### config.mk
export PLATFORM = sky130hd
export DESIGN_NAME = addr_gen_strided_flat
export DESIGN_NICKNAME = d
export VERILOG_FILES = /design/src/rtl/addr_gen_strided_if.sv /design/src/rtl/addr_gen_strided.sv /design/src/flat_wrapper.sv
export SDC_FILE = /design/constraint.sdc
export NUM_CORES = 1
export LEC_CHECK = 0
export ABC_AREA = 1
export BUFFER_PORTS_ARGS = -buffer_cell sky130_fd_sc_hd__buf_2
export CORE_MARGIN = 2
export CORE_UTILIZATION = 51
export CTS_CLUSTER_SIZE = 25
export DETAILED_ROUTE_END_ITERATION = 7
export MAX_ROUTING_LAYER = met4
export PLACE_DENSITY = 0.72
export SLEW_MARGIN = 10
export SYNTH_ARGS = -nofsm -noshare
export SYNTH_HDL_FRONTEND = slang
export SYNTH_SLANG_ARGS = --single-unit
export TNS_END_PERCENT = 10
### constraint.sdc
create_clock -name clk -period 2.36 [get_ports clk]
set_clock_uncertainty 0.05 [all_clocks]
set_input_delay 0 -clock clk [delete_from_list [all_inputs] [get_ports clk]]
set_output_delay 0 -clock clk [all_outputs]
set_load 0.01 [all_outputs]
### src/rtl/addr_gen_strided_if.sv
// Handshake and configuration bundle between a sequencing FSM / memory port
// and the strided address generator.
interface addr_gen_strided_if #(
  parameter int ADDR_WIDTH   = 7,
  parameter int LEN_WIDTH    = 8,
  parameter int STRIDE_WIDTH = 4
);
  logic                    start_i;
  logic                    clear_i;
  logic                    mode_i;
  logic [ADDR_WIDTH-1:0]   base_i;
  logic [LEN_WIDTH-1:0]    len_i;
  logic [STRIDE_WIDTH-1:0] stride_i;
  logic                    ready_i;
  logic [ADDR_WIDTH-1:0]   addr_o;
  logic                    valid_o;
  logic                    last_o;
  logic                    busy_o;
  logic                    done_o;

  modport master (
    output start_i, clear_i, mode_i, base_i, len_i, stride_i, ready_i,
    input  addr_o, valid_o, last_o, busy_o, done_o
  );

  modport slave (
    input  start_i, clear_i, mode_i, base_i, len_i, stride_i, ready_i,
    output addr_o, valid_o, last_o, busy_o, done_o
  );
endinterface

### src/rtl/addr_gen_strided.sv
// Strided burst address generator: base, base+stride, ... for len beats,
// with ready/valid backpressure, one-shot or loop mode and synchronous abort.
//
// state  | meaning
// IDLE   | waiting for start_i; config registers hold last burst
// RUN    | valid_o high, addr_o presented, advancing on each handshake
// DONE   | one-cycle done_o pulse after a one-shot (or empty) burst
module addr_gen_strided #(
  parameter int ADDR_WIDTH   = 7,
  parameter int LEN_WIDTH    = 8,
  parameter int STRIDE_WIDTH = 4
) (
  input logic               clk,
  input logic               rst_n,
  addr_gen_strided_if.slave bus
);

  typedef enum logic [1:0] {
    S_IDLE = 2'd0,
    S_RUN  = 2'd1,
    S_DONE = 2'd2
  } state_t;

  state_t                  state_q, state_d;
  logic [ADDR_WIDTH-1:0]   addr_q, addr_d;
  logic [ADDR_WIDTH-1:0]   base_q, base_d;
  logic [LEN_WIDTH-1:0]    len_q, len_d;
  logic [LEN_WIDTH-1:0]    cnt_q, cnt_d;
  logic [STRIDE_WIDTH-1:0] stride_q, stride_d;
  logic                    mode_q, mode_d;
  logic                    last_q, last_d;
  logic                    done_q, done_d;

  logic [LEN_WIDTH-1:0]    cnt_inc;
  logic [LEN_WIDTH-1:0]    len_m1;
  logic [ADDR_WIDTH-1:0]   addr_inc;
  logic                    xfer;

  assign cnt_inc  = cnt_q + LEN_WIDTH'(1);
  assign len_m1   = len_q - LEN_WIDTH'(1);
  assign addr_inc = addr_q + ADDR_WIDTH'(stride_q);
  assign xfer     = (state_q == S_RUN) && bus.ready_i;

  always_ff @(posedge clk or negedge rst_n) begin
    if (!rst_n) begin
      state_q  <= S_IDLE;
      addr_q   <= '0;
      base_q   <= '0;
      len_q    <= '0;
      cnt_q    <= '0;
      stride_q <= '0;
      mode_q   <= 1'b0;
      last_q   <= 1'b0;
      done_q   <= 1'b0;
    end else begin
      state_q  <= state_d;
      addr_q   <= addr_d;
      base_q   <= base_d;
      len_q    <= len_d;
      cnt_q    <= cnt_d;
      stride_q <= stride_d;
      mode_q   <= mode_d;
      last_q   <= last_d;
      done_q   <= done_d;
    end
  end

  always_comb begin
    state_d  = state_q;
    addr_d   = addr_q;
    base_d   = base_q;
    len_d    = len_q;
    cnt_d    = cnt_q;
    stride_d = stride_q;
    mode_d   = mode_q;
    last_d   = last_q;
    done_d   = 1'b0;

    unique case (state_q)
      S_IDLE: begin
        last_d = 1'b0;
        if (bus.start_i && !bus.clear_i) begin
          base_d   = bus.base_i;
          len_d    = bus.len_i;
          stride_d = bus.stride_i;
          mode_d   = bus.mode_i;
          cnt_d    = '0;
          if (bus.len_i != '0) begin
            state_d = S_RUN;
            addr_d  = bus.base_i;
            last_d  = (bus.len_i == LEN_WIDTH'(1));
          end else begin
            state_d = S_DONE;
            done_d  = 1'b1;
          end
        end
      end

      S_RUN: begin
        // Abort wins over a concurrent handshake: address is frozen, no done.
        if (bus.clear_i) begin
          state_d = S_IDLE;
          last_d  = 1'b0;
        end else if (xfer) begin
          if (last_q) begin
            done_d = 1'b1;
            if (mode_q) begin
              addr_d = base_q;
              cnt_d  = '0;
              last_d = (len_q == LEN_WIDTH'(1));
            end else begin
              state_d = S_DONE;
              addr_d  = addr_inc;
              cnt_d   = cnt_inc;
              last_d  = 1'b0;
            end
          end else begin
            addr_d = addr_inc;
            cnt_d  = cnt_inc;
            last_d = (cnt_inc == len_m1);
          end
        end
      end

      S_DONE: begin
        state_d = S_IDLE;
        last_d  = 1'b0;
      end

      default: begin
        state_d = S_IDLE;
        last_d  = 1'b0;
      end
    endcase
  end

  assign bus.addr_o  = addr_q;
  assign bus.valid_o = (state_q == S_RUN);
  assign bus.last_o  = last_q;
  assign bus.busy_o  = (state_q != S_IDLE);
  assign bus.done_o  = done_q;

endmodule

### src/flat_wrapper.sv
// flat-port wrapper written by rule: the top's interface ports become plain ports
module addr_gen_strided_flat 
#(
  parameter int ADDR_WIDTH   = 7,
  parameter int LEN_WIDTH    = 8,
  parameter int STRIDE_WIDTH = 4
)
  (clk, rst_n, bus_start_i, bus_clear_i, bus_mode_i, bus_base_i, bus_len_i, bus_stride_i, bus_ready_i, bus_addr_o, bus_valid_o, bus_last_o, bus_busy_o, bus_done_o);
  addr_gen_strided_if #(.ADDR_WIDTH(ADDR_WIDTH), .LEN_WIDTH(LEN_WIDTH), .STRIDE_WIDTH(STRIDE_WIDTH)) bus_i ();
  input logic clk;
  input logic rst_n;
  input wire logic [$bits(bus_i.start_i)-1:0] bus_start_i;
  input wire logic [$bits(bus_i.clear_i)-1:0] bus_clear_i;
  input wire logic [$bits(bus_i.mode_i)-1:0] bus_mode_i;
  input wire logic [$bits(bus_i.base_i)-1:0] bus_base_i;
  input wire logic [$bits(bus_i.len_i)-1:0] bus_len_i;
  input wire logic [$bits(bus_i.stride_i)-1:0] bus_stride_i;
  input wire logic [$bits(bus_i.ready_i)-1:0] bus_ready_i;
  output wire logic [$bits(bus_i.addr_o)-1:0] bus_addr_o;
  output wire logic [$bits(bus_i.valid_o)-1:0] bus_valid_o;
  output wire logic [$bits(bus_i.last_o)-1:0] bus_last_o;
  output wire logic [$bits(bus_i.busy_o)-1:0] bus_busy_o;
  output wire logic [$bits(bus_i.done_o)-1:0] bus_done_o;
  assign bus_i.start_i = bus_start_i;
  assign bus_i.clear_i = bus_clear_i;
  assign bus_i.mode_i = bus_mode_i;
  assign bus_i.base_i = bus_base_i;
  assign bus_i.len_i = bus_len_i;
  assign bus_i.stride_i = bus_stride_i;
  assign bus_i.ready_i = bus_ready_i;
  assign bus_addr_o = bus_i.addr_o;
  assign bus_valid_o = bus_i.valid_o;
  assign bus_last_o = bus_i.last_o;
  assign bus_busy_o = bus_i.busy_o;
  assign bus_done_o = bus_i.done_o;
  addr_gen_strided #(.ADDR_WIDTH(ADDR_WIDTH), .LEN_WIDTH(LEN_WIDTH), .STRIDE_WIDTH(STRIDE_WIDTH)) u_core (.clk(clk), .rst_n(rst_n), .bus(bus_i));
endmodule
# After elaboration in Yosys (flattened, before gate mapping)
# Cells that the tools add are included.
[word_totals] ff_bits=39 inputBits=25 output_inout_bits=11 word_cells=67
[op_classes] n_addsub=3 n_eq_ne=11 muxes=33 reduce_logical=11
[ops] op="7-bit two-way mux" count=6
[ops] op="8-bit two-way mux" count=5
[ops] op="8-bit by 1-bit == test with 1-bit output, second input constant" count=2
[ops] op="8-bit case mux with 2 select lines" count=1
[ops] op="7-bit case mux with 2 select lines" count=1
[ops] op="2-bit two-way mux" count=6
[ops] op="1-bit two-way mux" count=11
[ops] op="8-bit by 1-bit adder with 8-bit output, second input constant" count=1
[ops] op="8-bit == test" count=1
[ops] op="4-bit AND reduction" count=2
[ops] op="8-bit nonzero test" count=1
[ops] op="8-bit by 1-bit subtractor with 8-bit output, second input constant" count=1
[ops] op="7-bit by 4-bit adder with 7-bit output" count=1
[ops] op="2-bit by 1-bit inequality test with 1-bit output, second input constant" count=3
[ops] op="3-bit by 2-bit inequality test with 1-bit output, second input constant" count=2
[ops] op="5-bit AND reduction" count=1
[ops] op="1-bit case mux with 2 select lines" count=2
[ops] op="2-bit case mux with 2 select lines" count=1
[ops] op="2-bit nonzero test" count=2
[ops] op="3-bit inequality test, second input constant" count=1
[ops] op="2-bit by 1-bit == test with 1-bit output, second input constant" count=1
[ops] op="1-bit logical AND" count=2
[ops] op="2-bit logical NOT" count=1
[ops] op="2-bit inequality test, second input constant" count=1
[ops] op="2 further kinds" count=2

# Longest topological paths before layout
[depth] word_depth=6 depth_mapped=17 ltp_nobuf=16

# Worst setup path before layout
# OpenSTA, ideal clock, no wires.
[synth_path] path_kind="flip-flop to flip-flop" startpoint="register u_core.addr_q[0] (netlist: u_core.bus.addr_o[0])" endpoint="register u_core.addr_q[6] (netlist: u_core.bus.addr_o[6])" setup_ns=0.077 arrival_ns=1.716 required_ns=2.233 slack_ns=0.516 path_stages_with_launch=10 n_path_buf=0 path_cell_list="dfrtp_1 > ha_1 > inv_1 > fa_1 > o21ai_0 > nand2_1 > nor2_1 > xor2_1 > o21ai_0 > a21oi_1"
[synth_via] elab_chain_len=6
[synth_lines] item="from (decl)" line_no="addr_gen_strided.sv:25" text="logic [ADDR_WIDTH-1:0] addr_q, addr_d;"
[synth_lines] item="from (signal assigned)" line_no="addr_gen_strided.sv:57" text="addr_q <= addr_d;"
[synth_lines] item="7-bit by 4-bit adder with 7-bit output *" line_no="addr_gen_strided.sv:41" text="assign addr_inc = addr_q + ADDR_WIDTH'(stride_q);"
[synth_lines] item="7-bit two-way mux" line_no="addr_gen_strided.sv:107" text="if (mode_q) begin"
[synth_lines] item="7-bit two-way mux *" line_no="addr_gen_strided.sv:105" text="if (last_q) begin"
[synth_lines] item="7-bit two-way mux *" line_no="addr_gen_strided.sv:104" text="end else if (xfer) begin"
[synth_lines] item="7-bit two-way mux *" line_no="addr_gen_strided.sv:101" text="if (bus.clear_i) begin"
[synth_lines] item="7-bit case mux with 2 select lines *" line_no="addr_gen_strided.sv:79" text="unique case (state_q)"
# Every way passes the cells marked *; elsewhere a longest branch is shown, timed or not. The select of a mux whose other input is x is not followed.
# A chain may end at the register's enable or synchronous reset.

# Final worst setup path
# Same ends and word-level chain as after synthesis.

==> run_results.csv <==
group,metric,value,unit
placement,gp_congestion,0.833,
detailed_routing,wirelength,5.84,mm
detailed_routing,viasPerCell,5.22,
grt,grt_pass1_wl,10.1,mm
synth,syn-num-nets,371,
timing,hold_viol,0,
placement,portBuffers,35,
detailed_routing,ant_nets,0,
detailed_routing,first_pass_iters,4,
final_layout,stdcell_area,2950,um2
floorplanning,core_area,4440,um2
grt,grt_pass1_vias,2300,
detailed_routing,drc,0,
clocking,clock-root-buffer,"clkbuf_8",
worst_setup_path,critPathKind,"reg2reg",
clocking,cts_buffers,5,
detailed_routing,routedWlPerCell,12.9,um
timing,worst_slew_pin_slew,870,ps
worst_setup_path,end_kind,"flip-flop",
synth,synth_warnings,0,
final_layout,antenna_cells,0,
power,leakagePower,0.00150,uW
power,irDropWorstVdd,842,uV
timing,slew_headroom,0.420,
worst_setup_path,crit_path_max_fanout,3,
synth,syn_inst,338,
floorplanning,io-pin-count,36,
timing,report.final.slew_viol_count,0,
worst_setup_path,start_kind,"flip-flop",
clocking,insertion_delay,300,ps
worst_setup_path,cp_slowest_cell,"fa_1",
clocking,clkSinkCount,39,
grt,grt.total_usage,0.255,
detailed_routing,vias,2360,
power,power_density,1120,nW/um2
timing,final-setup-viol-count,0,
worst_setup_path,cp_top_family,"adder cells",
worst_setup_path,critPathArrivalTime,2120,ps
synth,syn_area,2390,um2
timing,finalCritPeriodShare,0.822,
clocking,ctsHtreeMaxLevel,2,
timing,tns,0,ps
worst_setup_path,critPathMaxStageDelay,400,ps
floorplanning,die_y,72.5,um
final_layout,drive_gt1_frac,0.168,
final_layout,fillers,376,
synth,syn_area_per_cell,7.09,um2
worst_setup_path,cp_common_cell,"o21ai_0",
synth,synth_seq_cells,39,
clocking,cts_buffer_depth,2,
timing,rsz0062_at_grt,"false",
min_path,worst_hold_path_type,"in2reg",
floorplanning,die_w,72.5,um
worst_setup_path,crit_chain,"ha_1 > inv_1 > fa_1 > o21ai_0 > nand2_1 > nor2_1 > xor2_1 > o21ai_0 > a21oi_1",
final_layout,final_common_cell,"nand2_1",
grt,antenna_found_initial,0,
detailed_routing,first_iter_violations,143,
clocking,clk_pin_slew,80,ps
synth,synth_cell_types,31,
final_layout,fin_nets,432,
timing,post-route-min-period,1940,ps
worst_setup_path,required,2540,ps
synth,ys_seq_area_frac,0.408,
grt,grt_overflow,0,
run,cap_violations,0,
floorplanning,fp-row-count,24,
placement,hpwl,4.17,mm
timing,fmax,516,MHz
final_layout,final_cell_mix,"nand2_1 (103), dfrtp_1 (39), inv_1 (36)",
final_layout,syn2layout_area_growth,23.2,%
clocking,cts_tree,"built",
floorplanning,dieArea,5260,um2
worst_setup_path,critPathBufInv,1,
clocking,cts_setup_buffers,0,
placement,placed_area,2620,um2
grt,grt_max_degree,40,
run_status,outcome,"finished clean",
floorplanning,initial_utilization,0.539,
==> layer usage <==
metal  track usage  vias to the layer above  part of all wire
li1              -                     1208                 -
met1         0.324                     1085              0.46
met2         0.418                       60              0.48
met3        0.0347                        7             0.052
met4        0.0864                        0             0.013
met5             -                        -                 0
==> cell usage after synthesis <==
library cell | n | area share
nor2_4 | 4 | 0.019
o21ai_0 | 29 | 0.061
clkinv_4 | 1 | 0.0037
clkinv_1 | 2 | 0.0031
a22o_1 | 1 | 0.0037
inv_2 | 7 | 0.011
inv_1 | 36 | 0.056
xnor2_1 | 1 | 0.0037
o21ai_1 | 4 | 0.0084
o211ai_1 | 2 | 0.0063
nand3_2 | 1 | 0.0042
nand2_1 | 103 | 0.16
nor3_1 | 2 | 0.0042
ha_1 | 7 | 0.037
nor2_2 | 5 | 0.013
nor4_1 | 1 | 0.0026
nand4_1 | 4 | 0.010
buf_2 | 1 | 0.0021
clkbuf_1 | 4 | 0.0063
dfrtp_1 | 39 | 0.41
a31oi_1 | 2 | 0.0052
nand3_1 | 18 | 0.038
nor3b_1 | 1 | 0.0031
o22ai_1 | 6 | 0.016
fa_1 | 1 | 0.0084
nor2_1 | 32 | 0.050
a21oi_1 | 16 | 0.033
nand2_2 | 4 | 0.010
xor2_1 | 2 | 0.0073
or2_1 | 1 | 0.0026
clkinv_2 | 1 | 0.0021
==> where the power goes <==
part           leakage [uW]  switching, uW  internal [uW]
Clock             0.0000474            256            239
Combinational      0.000963           1020            638
Sequential         0.000491            224            923
Total               0.00150           1500           1800
==> tightest hold or removal path: stages <==
cell	delay (ps)
buf_2	90
inv_1	40
nor2_1	40
o21ai_0	180
a21oi_1	50
==> flip-flops by register name, summed over array words and instances (netlist names) <==
register and count:
u_core.len_q 8, u_core.bus.addr_o 7, u_core.bus.done_o 1, u_core.mode_q 1, u_core.stride_q 4, u_core.bus.last_o 1, u_core.cnt_q 8, u_core.base_q 7
u_core.state_q 2
==> final timing paths <==
check                      cells after the start  slack [ps]                             start                                to
setup / recovery                               9         420  u_core.bus.addr_o[0]$_DFFE_PN0P_  u_core.bus.addr_o[6]$_DFFE_PN0P_
hold / removal                                 5         100                       bus_start_i     u_core.state_q[1]$_DFFE_PN0P_
setup reg to reg                               9         420  u_core.bus.addr_o[0]$_DFFE_PN0P_  u_core.bus.addr_o[6]$_DFFE_PN0P_
hold reg to reg                                2         430    u_core.stride_q[0]$_DFFE_PN0P_    u_core.stride_q[0]$_DFFE_PN0P_
max in group asynchronous                      2        1410                             rst_n  u_core.bus.addr_o[4]$_DFFE_PN0P_
min in group asynchronous                      2         310                             rst_n      u_core.base_q[0]$_DFFE_PN0P_
==> layout make-up <==
cell class,instances,area (um2),area share
clock buffers,6,82.6,0.0280
well taps,52,65.1,0.0220
repair buffers,59,413,0.140
multi-input cells,247,1220,0.412
inverters,47,183,0.0619
clock inverters,2,16.3,0.00551
flip-flops and latches,39,976,0.331
==> timing repair <==
action	CTS	global route
hold endpoints to repair	68	0
gates resized for setup	0	0
hold buffers	23	0
==> metrics by stage <==
| step | utilization | worst slack (ps) | hold slack, ps | total power [uW] | instances |
|---|---|---|---|---|---|
| after detailed placement | 0.590 | 423 | 126 | 2770 | 421 |
| after CTS | 0.664 | 422 | 91.9 | 3300 | 452 |
| after global routing | 0.664 | 146 | 137 | 3620 | 452 |
| final | 0.664 | 420 | 96.6 | 3300 | 452 |
| after floorplan | - | 516 | -346 | 2340 | 338 |
| after global placement | 0.590 | 474 | 129 | 2730 | 421 |
==> cell families after synthesis <==
logic type	Yosys count	synth area share
buffers and inverters	52	0.0846
AO/OA/AOI/OAI	60	0.133
AND/OR/NAND/NOR	176	0.319
XOR/XNOR	3	0.0110
flip-flops	39	0.408
adder cells (fa/ha/maj)	8	0.0449
(Power assumes the default switching activity.)
